===== config.mk =====
export PLATFORM = sky130hd
export DESIGN_NAME = scorecard_regs
export DESIGN_NICKNAME = d
export VERILOG_FILES = /design/src/rtl/scorecard_regs.sv
export SDC_FILE = /design/constraint.sdc
export NUM_CORES = 1
export LEC_CHECK = 0
export ABC_AREA = 1
export BUFFER_PORTS_ARGS = -buffer_cell sky130_fd_sc_hd__buf_2
export CAP_MARGIN = 10
export CORE_MARGIN = 5
export CORE_UTILIZATION = 45
export CTS_BUF_LIST = sky130_fd_sc_hd__clkbuf_4 sky130_fd_sc_hd__clkbuf_8
export DETAILED_ROUTE_END_ITERATION = 7
export PLACE_DENSITY = 0.77
export RECOVER_POWER = 25
export SETUP_SLACK_MARGIN = 0.1
export SLEW_MARGIN = 25
export SYNTH_ARGS = -nofsm -noshare
export SYNTH_HDL_FRONTEND = slang
export SYNTH_SLANG_ARGS = --single-unit

===== constraint.sdc =====
create_clock -name clk -period 2.4 [get_ports clk]
set_input_delay 0.24 -clock clk [delete_from_list [all_inputs] [get_ports clk]]
set_output_delay 0.24 -clock clk [all_outputs]
set_load 0.02 [all_outputs]

===== src/rtl/scorecard_regs.sv =====
// rtl/scorecard_regs.sv - two-player dice scorecard: used masks, upper sums and grand totals.
// Optional upper-section bonus logic is built when SCORECARD_BONUS_EN is defined.
module scorecard_regs #(
    parameter int NUM_CAT      = 12,
    parameter int BONUS_THRESH = 63,
    parameter int BONUS_VAL    = 35
) (
    input  logic               clk,
    input  logic               reset_n,
    input  logic               new_game,
    input  logic               commit,
    input  logic               player,
    input  logic [3:0]         category,
    input  logic [7:0]         score_in,
    output logic               busy,
    output logic               ack,
    output logic               err,
    output logic [NUM_CAT-1:0] p1_used,
    output logic [NUM_CAT-1:0] p2_used,
    output logic [8:0]         p1_total,
    output logic [8:0]         p2_total,
    output logic               game_over
);

    typedef enum logic [1:0] {
        IDLE  = 2'd0,
        CHECK = 2'd1,
        WRITE = 2'd2,
        DONE  = 2'd3
    } state_t;

    state_t             r_state;
    state_t             w_next;
    logic               r_player;
    logic [3:0]         r_cat;
    logic [7:0]         r_score;
    logic               r_err;
    logic [NUM_CAT-1:0] r_used  [2];
    logic [6:0]         r_upper [2];
    logic [8:0]         r_total [2];

    logic [NUM_CAT-1:0] w_onehot;
    logic               w_used_hit;
    logic               w_invalid;
    logic               w_reject;
    logic               w_is_upper;
    logic [6:0]         w_new_upper;
    logic [8:0]         w_bonus_add;
    logic [8:0]         w_new_total;

    // Out-of-range categories shift the one-hot off the top and become all zeros.
    assign w_onehot    = {{(NUM_CAT-1){1'b0}}, 1'b1} << r_cat;
    assign w_used_hit  = |(w_onehot & r_used[r_player]);
    assign w_invalid   = 32'(r_cat) >= NUM_CAT;
    assign w_is_upper  = r_cat < 4'd6;
    assign w_new_upper = w_is_upper ? (r_upper[r_player] + r_score[6:0]) : r_upper[r_player];
    assign w_new_total = r_total[r_player] + {1'b0, r_score} + w_bonus_add;

`ifdef SCORECARD_BONUS_EN
    logic r_bonus_given [2];
    logic w_bonus_hit;

    assign w_bonus_hit = w_is_upper && !r_bonus_given[r_player] &&
                         (w_new_upper >= 7'(BONUS_THRESH));
    assign w_bonus_add = w_bonus_hit ? 9'(BONUS_VAL) : 9'd0;

    always_ff @(posedge clk or negedge reset_n) begin
        if (!reset_n) begin
            r_bonus_given[0] <= 1'b0;
            r_bonus_given[1] <= 1'b0;
        end else if (new_game) begin
            r_bonus_given[0] <= 1'b0;
            r_bonus_given[1] <= 1'b0;
        end else if (r_state == WRITE && w_bonus_hit) begin
            r_bonus_given[r_player] <= 1'b1;
        end
    end
`else
    assign w_bonus_add = 9'd0;
`endif

    always_comb begin
        w_next   = r_state;
        w_reject = 1'b0;
        case (r_state)
            IDLE:  if (commit) w_next = CHECK;
            CHECK: begin
                w_reject = w_invalid | w_used_hit;
                w_next   = w_reject ? IDLE : WRITE;
            end
            WRITE: w_next = DONE;
            DONE:  w_next = IDLE;
            default: w_next = IDLE;
        endcase
        if (new_game) w_next = IDLE;
    end

    always_ff @(posedge clk or negedge reset_n) begin
        if (!reset_n) begin
            r_state  <= IDLE;
            r_player <= 1'b0;
            r_cat    <= 4'd0;
            r_score  <= 8'd0;
            r_err    <= 1'b0;
            for (int i = 0; i < 2; i++) begin
                r_used[i]  <= '0;
                r_upper[i] <= '0;
                r_total[i] <= '0;
            end
        end else begin
            r_state <= w_next;
            r_err   <= w_reject & ~new_game;
            if (r_state == IDLE && commit && !new_game) begin
                r_player <= player;
                r_cat    <= category;
                r_score  <= score_in;
            end
            if (new_game) begin
                for (int i = 0; i < 2; i++) begin
                    r_used[i]  <= '0;
                    r_upper[i] <= '0;
                    r_total[i] <= '0;
                end
            end else if (r_state == WRITE) begin
                r_used[r_player]  <= r_used[r_player] | w_onehot;
                r_upper[r_player] <= w_new_upper;
                r_total[r_player] <= w_new_total;
            end
        end
    end

    assign busy      = (r_state != IDLE);
    assign ack       = (r_state == DONE) && !new_game;
    assign err       = r_err && !new_game;
    assign p1_used   = r_used[0];
    assign p2_used   = r_used[1];
    assign p1_total  = r_total[0];
    assign p2_total  = r_total[1];
    assign game_over = (&r_used[0]) & (&r_used[1]);

endmodule


==> run_results.csv, run 1 <==
group,metric,value,unit
global_route,grt-busiest-layer,"met2",
power_and_ir_drop,peakVddDrop,0.0004873,V
synth,syn_avg_cell_area,8.198,sq um
global_route,track_usage,19.40,%
synth,async_reset_ff_share,100.0,%
timing,fin_setup_tns,0,ns
global_route,grt_max_degree,41,
clocking,cts_tree,"built",
clocking,cts.path.max_buffers,2,
clocking,path_clk_slew,0.07,ns
status,failed_checks,"max-capacitance violations, max-slew violations",
global_route,use_met3,5.443,%
clocking,ctsHoldBuffers,0,
synth,synth-main-ff-cell,"dfrtp_1",
detailed_routing,drtIter0Drc,144,
worst_setup_path,critical_path_class,"flip-flop to flip-flop",
finish,nets,470,
timing,slew-limit-headroom,-37.28,%
worst_setup_path,reg2reg_from,"r_player$_DFFE_PN0P_",
worst_setup_path,reg2reg_slack,0.34,ns
clocking,cts_root_buffer,"clkbuf_8",
detailed_routing,drcViolationCount,0,
detailed_routing,wire_per_inst,15.03,microns
synth,syn_area,3090,sq um
power_and_ir_drop,power.density,713.2,nW/um^2
synth,synth-edff-count,0,
synth,synth_cells,377,
clocking,cts-buffers-inserted,9,
placed_design,place_congestion,0.9166,
clocking,htreeDepth,3,
power_and_ir_drop,leakagePower,1.940,nW
worst_hold_path,min_path_type,"input port to flip-flop",
synth,synth_nets,403,
global_route,grt_overflow,0,
die,fp.dieW,92.87,microns
detailed_routing,viasPerCell,5.423,
timing,drv_slew,41,
worst_setup_path,critPathRequiredTime,2.63,ns
placed_design,dp_hpwl,5760,microns
die,rows,30,
worst_hold_path,whs_path_depth,2,
global_route,grt_antenna_before_repair,0,
synth,ys_seq_elements,58,
die,io_pins,63,
die,die_y,92.87,microns
global_route,grt_pass1_wl,13010,microns
finish,fillerInstances,642,
clocking,cts-resized-gates,0,
worst_setup_path,rr_endpoint,"p1_total[7]$_DFFE_PN0P_",
finish,drive_above_1_share,23.83,%
worst_setup_path,endpoint_kind,"flip-flop",
finish,synthToLayoutAreaGrowth,18.95,%
synth,yosysSeqAreaShare,46.96,%
die,core,6756,sq um
worst_setup_path,worst_r2r_path_depth,13,
global_route,grt_pass1_vias,2808,
finish,multi_input_area,1344,sq um
timing,max_freq,484.3,MHz
detailed_routing,drt_wl_total,7953,microns
worst_setup_path,arrival,2.29,ns
global_route,grt_util_met1,23.47,%
timing,layout_min_cycle_time,2.065,ns
timing,hold_violations,0,
run,maxCapViolations,1,
status,status,"complete, but fails checks",
finish,fin_cells,529,
die,die-area,8625,sq um
placed_design,dp.cells,513,
worst_hold_path,min_to,"r_score[6]$_DFFE_PN0P_",
timing,min_period_over_period,86.03,%
detailed_routing,vias,2869,
finish,seq_area,1451,sq um
synth,yosys_warnings,0,
clocking,cts_sinks,58,
timing,setup_violations,0,
worst_setup_path,crit_fanout,5,
worst_setup_path,cp-start-kind,"flip-flop",
synth,ys_types,31,
worst_hold_path,hp-start,"score_in[6]",
detailed_routing,dr.pass1.iters,4,
finish,antenna_cells,0,
global_route,gr-usage-met2,32.69,%
detailed_routing,ant_nets,0,
clocking,cts_setup_buffers,0,
timing,finalClockSkew,0.007201,ns
clocking,clk_latency,0.34,ns
die,start_util,45.74,%
timing,rsz0062_at_grt,"no",
timing,tightest_slew,2.059,ns
placed_design,io_buffers,62,
[placed cells by master (no fill, tap or decap)]
cell type  instances
nand2_1           90
buf_2             61
dfrtp_1           58
inv_1             49
o21ai_0           24
nand3_1           24
nor2_1            22
o22ai_1           21
a21oi_1           18
clkbuf_8          10
ha_1               8
mux2_2             7
o21ai_1            6
buf_4              6
nand4_1            5
inv_2              4
nor4_1             4
nand2_2            4
clkinv_2           4
nor2_2             3
nor3_1             2
nor3_4             2
a31oi_1            2
o21ai_2            2
xnor2_1            2
xor2_1             2
bufinv_16          2
clkbuf_1           2
inv_4              1
o21a_1             1
nand3_2            1
a21o_1             1
fa_1               1
[report_power, final]
group / total [mW] / internal [mW] / leakage [nW] / switching [mW]
clock: 0.996 / 0.605 / 0.116 / 0.391
sequential: 1.10 / 1.04 / 0.774 / 0.0575
combinational: 0.525 / 0.177 / 1.05 / 0.348
total: 2.62 / 1.83 / 1.94 / 0.796
[cell families after synthesis]
kind of cell / count (synthesis) / share of synthesized area [%]
xor gates and xnor gates: 4 / 1.134
AOI/OAI and AO/OA: 75 / 13.36
and+or+nand+nor: 157 / 22.43
muxes: 7 / 2.551
buffers and inverters: 67 / 9.676
adders and majority gates: 9 / 3.887
DFF: 58 / 46.96
[through the flow]
step | utilization (%) | setup slack, ns | cell area [sq um] | total power [mW] | hold slack [ns]
detailed placement | 51.20 | 0.2443 | 3460 | 1.635 | 0.4058
finish | 54.41 | 0.3352 | 3676 | 2.622 | 0.1283
global placement | 51.20 | 0.3559 | 3460 | 1.621 | 0.3882
CTS | 54.43 | 0.2320 | 3677 | 2.634 | 0.04063
floorplan | - | 0.1331 | 3092 | 1.501 | -0.05559
global route | 54.41 | 0.1308 | 3676 | 2.768 | 0.1180
[cells in the mapped netlist, drive strengths merged (5+ instances only)]
cell type	number	share of area, %
mux2	7	2.6
o22ai	21	4.3
nor2	25	3.3
nand2	94	12
o21ai	32	5.3
nand3	25	4.2
inv	54	6.6
a21oi	18	2.9
ha	8	3.2
nand4	5	1.0
dfrtp	58	47
buf	12	2.9
[how the worst max path moves through the flow]
stage | start | endpoint | slack [ns] | cells past startpoint
4_1_cts | r_player$_DFFE_PN0P_ | p1_total[7]$_DFFE_PN0P_ | 0.23 | 13
2_1_floorplan | r_player$_DFFE_PN0P_ | p2_total[8]$_DFFE_PN0P_ | 0.13 | 14
3_5_place_dp | r_player$_DFFE_PN0P_ | p1_total[7]$_DFFE_PN0P_ | 0.24 | 13
5_1_grt | r_player$_DFFE_PN0P_ | p1_total[7]$_DFFE_PN0P_ | 0.13 | 13
6_report | r_player$_DFFE_PN0P_ | p1_total[7]$_DFFE_PN0P_ | 0.34 | 13
3_3_place_gp | r_player$_DFFE_PN0P_ | p1_total[7]$_DFFE_PN0P_ | 0.36 | 13
[metal layers]
layer | part of all wire [%] | routed length [microns] | vias up
li1 | - | - | 1373
met1 | 42 | 3317 | 1351
met2 | 49 | 3898 | 121
met3 | 6.9 | 551 | 24
met4 | 2.3 | 186 | 0
met5 | 0 | 0 | -
[sequential cells by signal (all words and copies together) (netlist names)]
register,cells
p2_total,9
r_err,1
p1_total,9
p2_used,12
r_score,8
r_player,1
p1_used,12
r_cat,4
r_state,2
[worst max-delay path: stages (launching register included)]
cell and delay [ns]:
dfrtp_1 0.40, buf_4 0.17, o21ai_1 0.22, inv_1 0.07
ha_1 0.27, nand3_1 0.08, nand2_1 0.11, nand2_1 0.06
nor2_1 0.17, nand3_1 0.12, nand2_1 0.07, nand2_1 0.06
nand3_1 0.08, nand2_1 0.06
[final cells by class]
class	count	area share, %
clock inverter	6	2.178
inverter	54	5.582
tap	80	2.723
clock buffer	10	3.744
sequential	58	39.48
timing repair buffer	69	9.734
multi-input combinational	252	36.56
Power figures use the tool's default switching activity.
==> run 2: changes to the inputs <==
Settings changed: CORE_UTILIZATION 45 to 40, PLACE_DENSITY 0.77 to 0.71.
==> run 2 against run 1 <==
  * Via count down 4.5%
  * Global-route usage down 2.1 points
  * The run still ends with max-capacitance violations, max-slew violations left
  * Cell count up 3.6%
  * First-iteration DRC count up 6.3%
  * Critical path type unchanged
  * Die area up 11%
  * Flip-flop and latch count unchanged
  * Fmax down 1.0%
  * Register-to-register slack worse by 0.02 ns
  * Highest routed layer unchanged
  * Total power down 5.6%
  * Clock-buffer cell count unchanged
==> run_results.csv, run 2 (synthesis results as in run 1) <==
group,metric,value,unit
placed_design,io_buffers,62,
run,maxCapViolations,1,
detailed_routing,viasPerCell,5.002,
power_and_ir_drop,pwr-share-comb,21.0,%
clocking,path_clk_slew,0.06,ns
die,start_util,40.63,%
global_route,grt_pass1_vias,2833,
global_route,grt_pass1_wl,13370,microns
placed_design,dp_hpwl,5696,microns
finish,layout_commonest_cell,"nand2_1",
timing,hold_violations,0,
worst_setup_path,slowest_delay,0.43,ns
placed_design,post-place-ws,0.2916,ns
power_and_ir_drop,internal_power,1.695,mW
power_and_ir_drop,power.net_switching,0.7807,mW
timing,max_freq,479.4,MHz
timing,tightest_slew,1.523,ns
worst_hold_path,min_path_type,"input port to flip-flop",
power_and_ir_drop,power.density,675.7,nW/um^2
finish,drive_above_1_share,20.85,%
detailed_routing,wire_per_inst,14.24,microns
clocking,cts_sinks,58,
timing,slew-limit-headroom,-1.502,%
worst_setup_path,arrival,2.31,ns
die,rows,32,
global_route,grt_max_degree,32,
die,io_pins,63,
worst_setup_path,crit_path_start,"r_player$_DFFE_PN0P_",
timing,finalClockSkew,0.01064,ns
clocking,cts.path.max_buffers,2,
power_and_ir_drop,power_frac_seq,44.4,%
detailed_routing,drcViolationCount,0,
worst_setup_path,crit_path_top_delay_cell,"dfrtp_1",
power_and_ir_drop,p_clk_share,34.5,%
die,die_y,97.90,microns
detailed_routing,vias,2741,
timing,fin_setup_tns,0,ns
worst_setup_path,reg2reg_from,"r_player$_DFFE_PN0P_",
finish,nets,469,
worst_setup_path,cp_cell_sequence,"o21ai_0, ha_1, inv_1, fa_1, o21ai_2, nand4_1, nand2_1, nand2_1, nand3_1, o21ai_0",
global_route,grt_antenna_before_repair,0,
clocking,cts_setup_buffers,0,
worst_setup_path,crit_fanout,6,
clocking,htreeDepth,3,
worst_setup_path,critPathRequiredTime,2.62,ns
die,die-area,9584,sq um
timing,layout_min_cycle_time,2.086,ns
power_and_ir_drop,power_switching_share,31.54,%
status,failed_checks,"max-capacitance violations, max-slew violations",
timing,drv_slew,28,
worst_setup_path,cp-start-kind,"flip-flop",
clocking,cts-buffers-inserted,9,
clocking,cts_tree,"built",
die,core,7607,sq um
global_route,grt_overflow,0,
finish,antenna_cells,0,
power_and_ir_drop,peakVddDrop,0.0005060,V
worst_setup_path,endpoint_kind,"flip-flop",
worst_setup_path,critical_path_class,"flip-flop to flip-flop",
timing,min_period_over_period,86.91,%
finish,fillerInstances,788,
placed_design,place_congestion,0.8483,
detailed_routing,drt_wl_total,7806,microns
detailed_routing,ant_nets,0,
power_and_ir_drop,leakagePower,1.875,nW
clocking,cts_root_buffer,"clkbuf_8",
timing,rsz0062_at_grt,"yes",
timing,setup_violations,0,
detailed_routing,drtIter0Drc,153,
finish,synthToLayoutAreaGrowth,18.54,%
timing,setup_ws,0.3141,ns
worst_hold_path,hp-start,"score_in[0]",
clocking,clk_latency,0.35,ns
global_route,track_usage,17.28,%
finish,final_cell_mix,"nand2_1 (90), dfrtp_1 (58), buf_2 (50)",
die,fp.dieW,97.90,microns
detailed_routing,dr.pass1.iters,4,
status,status,"complete, but fails checks",
run 2: cell types whose count changed in the layout (fill, tap and decap cells not counted), sizes merged:
cell and delta:
bufinv -1, buf -12, dlygate4sd3 +1, clkinv -1
clkbuf +10
run 2: cell type report:
| type | count | area [sq um] | share of cell area, % |
|---|---|---|---|
| multi-input cells | 252 | 1344 | 36.68 |
| clock buffers | 10 | 131.4 | 3.586 |
| well taps | 102 | 127.6 | 3.484 |
| inverters | 54 | 205.2 | 5.601 |
| repair buffers | 68 | 359.1 | 9.802 |
| clock inverters | 4 | 45.04 | 1.230 |
| flip-flops and latches | 58 | 1451 | 39.62 |
run 2: final timing paths:
| path | to | slack (ns) | cells after the start |
|---|---|---|---|
| worst min-delay path | r_score[0]$_DFFE_PN0P_ | 0.12 | 2 |
| worst min register to register | p2_total[5]$_DFFE_PN0P_ | 0.51 | 2 |
| worst max register to register | p2_total[8]$_DFFE_PN0P_ | 0.31 | 10 |
| max in group asynchronous | p2_used[11]$_DFFE_PN0P_ | 0.70 | 2 |
| min in group asynchronous | r_state[0]$_DFFE_PN0P_ | 0.80 | 2 |
| worst max-delay path | p2_total[8]$_DFFE_PN0P_ | 0.31 | 10 |
run 2: metrics by stage:
stage	total power, mW	cells	utilization [%]	hold WS, ns	instance area, sq um
4_1_cts	2.490	548	48.26	0.1112	3671
3_3_place_gp	1.619	533	45.81	0.2916	3485
2_1_floorplan	1.501	377	-	-0.05559	3092
5_1_grt	2.616	548	48.16	0.1187	3664
3_5_place_dp	1.632	533	45.81	0.2988	3485
6_report	2.475	548	48.16	0.1209	3664
run 2: power by group through the flow:
stage / Combinational (mW) / Sequential, mW / Clock, mW
2_1_floorplan: 0.388 / 1.11 / 0
3_3_place_gp: 0.504 / 1.11 / 0
3_5_place_dp: 0.515 / 1.12 / 0
4_1_cts: 0.521 / 1.10 / 0.870
5_1_grt: 0.588 / 1.11 / 0.919
6_report: 0.521 / 1.10 / 0.854
run 2: critical path: cells and delay by family (launching register included):
family	cells	cell delay (ns)
fa+ha+maj	2	0.63
flops	1	0.43
simple gates	4	0.33
buf+inv	1	0.06
compound gates	3	0.53
run 2: per-layer routing:
layer  track usage [%]  part of all wire, %
met1             20.66                   43
met2             29.21                   48
met3             5.357                  6.9
met4             6.496                  1.9
met5                 0                    0
run 2: repair_timing:
item,4_1_cts,5_1_grt
setup endpoints to repair,0,6
hold endpoints to repair,27,0
hold buffers,1,0
resized for setup,0,3
==> run 3: changes to the inputs <==
Settings changed: ABC_AREA 1 to default.
==> run 3 against run 2 <==
  * Fmax down 6.7%
  * Setup slack worse by 0.15 ns
  * The flow now finishes without violations
  * Die area down 0.18%
  * Routed wire length grew 2.3%
  * Via count down 2.4%
  * Clock power down 6.9%
==> run_results.csv, run 3 <==
group,metric,value,unit
status,status,"completed",
worst_setup_path,crit_fanout,6,
worst_setup_path,worst_r2r_path_depth,8,
placed_design,post-place-ws,0.03110,ns
global_route,track_usage,17.31,%
power_and_ir_drop,power.density,712.6,nW/um^2
timing,layout_min_cycle_time,2.235,ns
timing,finalClockSkew,0.008957,ns
synth,yosysSeqAreaShare,47.06,%
timing,fin_setup_tns,0,ns
synth,synth_cells,309,
timing,min_period_over_period,93.14,%
clocking,cts_tree,"built",
clocking,cts-buffers-inserted,9,
timing,setup_violations,0,
timing,max_freq,447.3,MHz
clocking,cts.path.max_buffers,2,
timing,tightest_slew,1.413,ns
detailed_routing,ant_nets,0,
synth,synthTopCellsByArea,"dfrtp_1 (47%), mux2_2 (9.9%), a21oi_1 (5.4%), nor2_1 (4.5%), ha_1 (3.2%)",
global_route,grt_pass1_wl,13410,microns
clocking,clk_latency,0.34,ns
finish,antenna_cells,0,
finish,synthToLayoutAreaGrowth,23.57,%
power_and_ir_drop,leakagePower,1.798,nW
die,die_y,97.81,microns
die,die-area,9567,sq um
finish,layout_commonest_cell,"buf_2",
run,maxCapViolations,0,
detailed_routing,vias,2675,
detailed_routing,drt_wl_total,7982,microns
clocking,cts_sinks,58,
worst_setup_path,cp-start-kind,"flip-flop",
placed_design,io_buffers,62,
detailed_routing,viasPerCell,5.493,
die,rows,32,
timing,setup_ws,0.1646,ns
finish,drive_above_1_share,35.32,%
power_and_ir_drop,p_total,2.716,mW
detailed_routing,dr.pass1.iters,5,
placed_design,dp_hpwl,5612,microns
die,io_pins,63,
clocking,path_clk_slew,0.06,ns
finish,final_cell_mix,"buf_2 (62), dfrtp_1 (57), nor2_1 (37)",
global_route,grt_antenna_before_repair,0,
detailed_routing,wire_per_inst,16.39,microns
synth,syn_avg_cell_area,9.981,sq um
synth,yosysMostFrequentCell,"dfrtp_1",
synth,synth_nets,335,
synth,syn_area,3084,sq um
finish,final_util,50.10,%
worst_hold_path,min_path_type,"input port to flip-flop",
timing,slew-limit-headroom,5.773,%
worst_setup_path,critical_path_class,"flip-flop to flip-flop",
synth,yosysTopAreaCell,"dfrtp_1",
synth,async_reset_ff_share,100.0,%
finish,nets,407,
detailed_routing,drcViolationCount,0,
synth,ys_seq_elements,58,
synth,synth-edff-count,0,
clocking,htreeDepth,3,
global_route,grt_max_degree,59,
die,fp.dieW,97.81,microns
worst_setup_path,critPathRequiredTime,2.63,ns
die,core,7607,sq um
timing,drv_slew,0,
detailed_routing,drtIter0Drc,188,
synth,ys_top_cells_by_count,"dfrtp_1 (58), nor2_1 (37), a21oi_1 (33)",
global_route,grt_pass1_vias,2641,
placed_design,place_congestion,0.8640,
worst_setup_path,endpoint_kind,"flip-flop",
timing,rsz0062_at_grt,"yes",
power_and_ir_drop,peakVddDrop,0.0003219,V
worst_setup_path,arrival,2.47,ns
timing,hold_violations,0,
synth,yosys_warnings,0,
clocking,cts_root_buffer,"clkbuf_8",
global_route,grt_overflow,0,
worst_hold_path,whs_path_depth,2,
die,start_util,40.54,%
synth,ys_types,51,
synth,yosys.area.top_type_share,47.06,%
synth,synth-main-ff-cell,"dfrtp_1",
-- run 3: cell types whose count changed in the layout (fill, tap and decap cells not counted), moves of 15 or more --
cell     previous run  this run
nand2_1            90        26
inv_1              49         5
o21ai_0            24         2
o22ai_1            21         0
mux2_2              7        26
nand3_1            24         7
nor2_1             22        37
-- run 3: cell type report --
type | instances | area [sq um]
clock buffers | 12 | 158.9
clock inverters | 3 | 15.01
fillers | 716 | 3796
inverters | 6 | 22.52
multi-input cells | 226 | 1589
flip-flops and latches | 58 | 1453
well taps | 102 | 127.6
repair buffers | 80 | 445.4
-- run 3: kinds of logic (layout without fill, tap and decap cells) --
kind of cell    Yosys count  in the layout  synth area share, %
flops                    58             58                47.06
xor+xnor                  2              2               0.5681
compound gates           67             67                14.04
simple gates            118            118                19.31
mux                      30             30                11.64
buf+inv                  25            101                3.489
fa+ha+maj                 9              9                3.895
-- run 3: final timing paths --
check / from / end / slack [ns]
setup / recovery: r_player$_DFFE_PN0P_ / p1_total[8]$_DFFE_PN0P_ / 0.16
hold / removal: score_in[2] / r_score[2]$_DFFE_PN0P_ / 0.13
setup reg to reg: r_player$_DFFE_PN0P_ / p1_total[8]$_DFFE_PN0P_ / 0.16
hold reg to reg: r_state[0]$_DFFE_PN0P_ / r_state[0]$_DFFE_PN0P_ / 0.53
max in group asynchronous: reset_n / r_player$_DFFE_PN0P_ / 0.61
min in group asynchronous: reset_n / p1_used[6]$_DFFE_PN0P_ / 0.85
-- run 3: per-layer routing --
metal | up-vias | global-route usage, % | wire length [microns]
li1 | 1260 | - | -
met4 | 0 | 8.307 | 216
met3 | 20 | 4.071 | 351
met5 | - | 0 | 0
met1 | 1310 | 23.22 | 3716
met2 | 85 | 26.46 | 3697
-- run 3: metrics by stage --
step                      cell area [sq um]  hold slack (ns)  instances
after detailed placement               3583           0.2685        467
after floorplan                        3128         -0.05559        309
after CTS                              3784           0.1215        485
final                                  3811           0.1313        487
after global placement                 3583           0.2652        467
after global routing                   3811           0.1174        487
-- run 3: power breakdown --
part           internal, mW  leakage (nW)  switching [mW]
registers              1.07         0.774           0.147
logic                 0.330         0.929           0.373
clock network         0.431        0.0954           0.364
-- run 3: what timing repair did --
| action | 4_1_cts | 5_1_grt |
|---|---|---|
| setup endpoints to repair | 2 | 6 |
| hold buffers | 1 | 0 |
| gates resized for setup | 1 | 8 |
| hold endpoints to repair | 58 | 0 |
| pin swaps | 0 | 3 |
| buffers inserted | 2 | 2 |
-- run 3: critical path: stages (launching register included) --
cell and delay [ns]:
dfrtp_2 0.45, mux2_4 0.32, ha_4 0.17, inv_2 0.05, fa_2 0.20, nor2b_2 0.05
o31a_1 0.29, o31a_1 0.30, o311ai_1 0.29
